[config.mk]
export PLATFORM = sky130hd
export DESIGN_NAME = unidade_controle_jogo
export DESIGN_NICKNAME = d
export VERILOG_FILES = /design/src/rtl/unidade_controle_jogo_pkg.sv /design/src/rtl/unidade_controle_jogo.sv
export SDC_FILE = /design/constraint.sdc
export NUM_CORES = 1
export LEC_CHECK = 0
export ABC_AREA = 1
export BUFFER_PORTS_ARGS = -buffer_cell sky130_fd_sc_hd__buf_2
export CORE_AREA = 2 2 39 41
export CTS_CLUSTER_SIZE = 8
export DETAILED_ROUTE_END_ITERATION = 7
export DIE_AREA = 0 0 41 43
export MAX_ROUTING_LAYER = met4
export SKIP_CTS_REPAIR_TIMING = 1
export SYNTH_ARGS = -nofsm -noshare
export SYNTH_HDL_FRONTEND = slang
export SYNTH_SLANG_ARGS = --single-unit
[constraint.sdc]
create_clock -name clock -period 1.04 [get_ports clock]
set_input_delay 0.156 -clock clock [delete_from_list [all_inputs] [get_ports clock]]
set_output_delay 0.156 -clock clock [all_outputs]
set_load 0.05 [all_outputs]
[src/rtl/unidade_controle_jogo_pkg.sv]
// unidade_controle_jogo_pkg
// Shared constants for the game control unit: the FSM state type with its
// fixed display codes, plus the code shown when the state register holds a
// value outside the defined set. The datapath debug display and the
// testbench import this package so every party agrees on the codes.
package unidade_controle_jogo_pkg;

    typedef enum logic [3:0] {
        inicial     = 4'h0,
        preparacao  = 4'h1,
        espera      = 4'h2,
        registra    = 4'h4,
        comparacao  = 4'h5,
        proximo     = 4'h6,
        fim_acerto  = 4'hA,
        fim_timeout = 4'hD,
        fim_erro    = 4'hE
    } estado_t;

    localparam logic [3:0] DB_INVALIDO = 4'hF;

endpackage

[src/rtl/unidade_controle_jogo.sv]
// unidade_controle_jogo
// Moore control unit for one round of the memory game. It clears the
// datapath, waits for each play, has the play registered and compared with
// the stored word, steps the address counter and ends in a result state
// that holds until a new round is requested.
//
// Ports
//   clock       system clock, rising edge
//   reset       asynchronous, active-high; forces state inicial
//   iniciar     level, start a new round
//   jogada      one-cycle pulse, player pressed a button
//   igual       registered play equals memory word
//   fimC        address counter at last position
//   fimT        timeout counter reached its limit
//   zeraC/contaC, zeraR/registraR, zeraT/contaT   datapath controls
//   pronto, acertou, errou, timeout               round result flags
//   db_estado   current state code for display
//
// Parameter TIMEOUT_HAB: 1 enables the timeout exit from espera, 0 ignores fimT.
module unidade_controle_jogo
    import unidade_controle_jogo_pkg::*;
#(
    parameter int TIMEOUT_HAB = 1
) (
    input  logic       clock,
    input  logic       reset,
    input  logic       iniciar,
    input  logic       jogada,
    input  logic       igual,
    input  logic       fimC,
    input  logic       fimT,
    output logic       zeraC,
    output logic       contaC,
    output logic       zeraR,
    output logic       registraR,
    output logic       zeraT,
    output logic       contaT,
    output logic       pronto,
    output logic       acertou,
    output logic       errou,
    output logic       timeout,
    output logic [3:0] db_estado
);

    localparam logic TIMEOUT_ATIVO = (TIMEOUT_HAB != 0);

    estado_t estado;
    estado_t estado_prox;

    // State register; reset takes effect immediately, even mid-round.
    always_ff @(posedge clock or posedge reset) begin
        if (reset)
            estado <= inicial;
        else
            estado <= estado_prox;
    end

    // Next-state and Moore output decode. A play arriving together with the
    // timeout wins, because the jogada test comes first. Any code outside
    // the defined set shows F and falls back to inicial.
    always_comb begin
        estado_prox = estado;
        zeraC       = 1'b0;
        contaC      = 1'b0;
        zeraR       = 1'b0;
        registraR   = 1'b0;
        zeraT       = 1'b0;
        contaT      = 1'b0;
        pronto      = 1'b0;
        acertou     = 1'b0;
        errou       = 1'b0;
        timeout     = 1'b0;
        db_estado   = estado;

        case (estado)
            inicial: begin
                zeraC = 1'b1;
                zeraR = 1'b1;
                zeraT = 1'b1;
                if (iniciar)
                    estado_prox = preparacao;
            end
            preparacao: begin
                zeraC       = 1'b1;
                zeraR       = 1'b1;
                zeraT       = 1'b1;
                estado_prox = espera;
            end
            espera: begin
                contaT = 1'b1;
                if (jogada)
                    estado_prox = registra;
                else if (fimT && TIMEOUT_ATIVO)
                    estado_prox = fim_timeout;
            end
            registra: begin
                registraR   = 1'b1;
                estado_prox = comparacao;
            end
            comparacao: begin
                if (!igual)
                    estado_prox = fim_erro;
                else if (fimC)
                    estado_prox = fim_acerto;
                else
                    estado_prox = proximo;
            end
            proximo: begin
                contaC      = 1'b1;
                zeraT       = 1'b1;
                estado_prox = espera;
            end
            fim_acerto: begin
                pronto  = 1'b1;
                acertou = 1'b1;
                if (iniciar)
                    estado_prox = preparacao;
            end
            fim_timeout: begin
                pronto  = 1'b1;
                timeout = 1'b1;
                if (iniciar)
                    estado_prox = preparacao;
            end
            fim_erro: begin
                pronto = 1'b1;
                errou  = 1'b1;
                if (iniciar)
                    estado_prox = preparacao;
            end
            default: begin
                db_estado   = DB_INVALIDO;
                estado_prox = inicial;
            end
        endcase
    end

endmodule

==> results.toml <==
[synth]
synth_edf_count = 0
synth_area_per_cell_um2 = 5.673
synthesis.area_um2 = 414.1
async_flop_share_pct = 100.0
yosysWarnings = 0
synth_common_cells = "nand2_1 (26), inv_1 (12), nand3_1 (7), nor2_1 (7), dfrtp_1 (4)"
syn_nets = 80
synthTopCellsByArea = "dfrtp_1 (24%), nand2_1 (24%), inv_1 (11%), nand3_1 (8.5%), nor2_1 (6.3%)"
synth-seq-cells = 4
ys_types = 18
seq_area_frac_synth_pct = 24.17
yosysMostFrequentCell = "nand2_1"
synthFlopType = "dfrtp_1"
synth_top_area_cell = "dfrtp_1"
syn-instance-count = 73
synth_top_area_share_pct = 24.17

[sta]
final.setup_skew_ns = 0.003052
fin_crit_ns = 1.497
post-route-period-util_pct = 144.0
worst_pin_slew_ns = 0.2488
hold_viol = 0
fmax_ghz = 0.6679
slew_viol_final = 0
layout_setup_ws_ns = -0.4572
finalSetupViolations = 18
rsz0062_at_grt = "true"
whs_ns = 0.2819
maxSlewHeadroom_pct = 83.53
tns_ns = -6.640

[global_route]
grt_max_degree = 8
grt_pass1_wl_um = 1759
antenna_found_initial = 0
track_usage_pct = 14.89
grt_overflow = 0
grt_pass1_vias = 445

[clock_network]
clock_path_buffers = 2
numCtsBuffers = 3
cts_tree = "built"
clk_pin_slew_ns = 0.04
cts_max_level = 1
clk_latency_ns = 0.24
clockRootBuffer = "clkbuf_4"
cts_sinks = 4

[floorplan]
boundaryPins = 21
die_width_um = 41
die_h_um = 43
start_util_pct = 29.93
coreArea_um2 = 1384
die_area_um2 = 1763
rows = 14

[routing]
viasPerCell = 4.520
wire_per_inst_um = 9.614
drtAntennaViolNets = 0
drtIter0Drc = 13
drc = 0
vias = 574
totalWireLength_um = 1221
first_pass_iters = 6

[critical_path]
ff2ff_path_depth = 8
cp_max_fo = 6
worstSetupEndpointType = "output pin"
path_class = "reg2out"
worstPathArrival_ns = 1.34
critPathLaunch = "estado[1]"
r2r-start = "estado[1]"
crit_required_ns = 0.88
crit_path_start_kind = "flip-flop"

[hold_path]
min_path_type = "in2reg"
hold_depth = 5
min-delay-start = "fimC"

[final_layout]
diodes = 0
final_layout_size_suffix_gt1_share_pct = 66.67
fin_nets = 120
largest_register_ffs = 4
top_register = "estado"
fin_util_pct = 68.17
syn2layout_area_growth_pct = 127.8
reg.largest.list = "estado: 4 flops"

[run]
cap_violations = 0

[status]
outcome = "complete, but fails checks"
violations = "negative setup slack"

[place]
routabilityCongestion = 0.7553
hpwl_um = 919.8
portBuffers = 20
pre_cts_slack_ns = -0.3429
-- kinds of logic (layout without fill, tap and decap cells) --
family | count (synthesis) | in the layout | synth area share, %
AND/OR/NAND/NOR | 48 | 48 | 53.47
AO/OA/AOI/OAI | 4 | 4 | 5.435
buffers and inverters | 17 | 55 | 16.92
flip-flops | 4 | 4 | 24.17
-- layer usage --
layer	GRT usage, %	vias up	part of all wire [%]	routed length, µm
met5	-	-	0	0
met4	4.000	0	0.74	9
li1	-	300	-	-
met3	4.712	3	5.1	62
met2	22.81	18	55	676
met1	18.30	253	39	472
-- placed cells by master, fill, tap and decap left out --
cell | netlist | final
nor2_2 | 2 | 3
a22oi_2 | 0 | 1
inv_1 | 12 | 8
clkinv_4 | 0 | 1
nand2_2 | 2 | 4
inv_2 | 2 | 4
nand2_1 | 26 | 16
o21ai_4 | 0 | 1
clkinvlp_4 | 0 | 2
nor2_1 | 7 | 3
nand2_4 | 2 | 10
buf_12 | 0 | 1
nand3_4 | 0 | 1
buf_6 | 0 | 10
buf_4 | 1 | 13
nand3_2 | 1 | 2
a21oi_1 | 1 | 1
nor2_4 | 0 | 3
o21ai_1 | 1 | 1
dlygate4sd3_1 | 0 | 1
nand3_1 | 7 | 5
nor3_4 | 0 | 1
clkbuf_4 | 0 | 3
dfrtp_2 | 0 | 2
dfrtp_1 | 4 | 2
buf_2 | 1 | 7
buf_8 | 0 | 5
-- worst paths after layout --
kind	endpoint	slack, ns
min in group asynchronous	estado[0]	0.34
worst min-delay path	estado[3]	0.28
worst max register to register	estado[2]	-0.26
worst max-delay path	db_estado[3]	-0.46
max in group asynchronous	estado[2]	0.54
worst min register to register	estado[0]	0.62
-- stage by stage --
stage / area (µm²) / instances
final: 943.4 / 127
after global routing: 943.4 / 127
after CTS: 750.7 / 123
after detailed placement: 728.2 / 120
after global placement: 728.2 / 120
after floorplan: 520.5 / 73
-- area by class of cell --
cell class,instances,area [µm²]
Clock buffer,3,22.52
Fill cell,118,440.4
Inverter,15,68.82
Multi-Input combinational cell,52,379.1
Sequential cell,4,102.6
Tap cell,16,20.02
Timing Repair Buffer,37,350.3
-- worst max-delay path, cell delays in order, from the launching register on --
cell and delay, ns:
dfrtp_2 0.43, inv_2 0.07, a22oi_2 0.22, nand2_2 0.15
nand2_4 0.09, buf_8 0.14
Power is left out: the tool's default activity adds up to more than one toggle a clock period on the data nets, which glitch-free logic cannot reach.
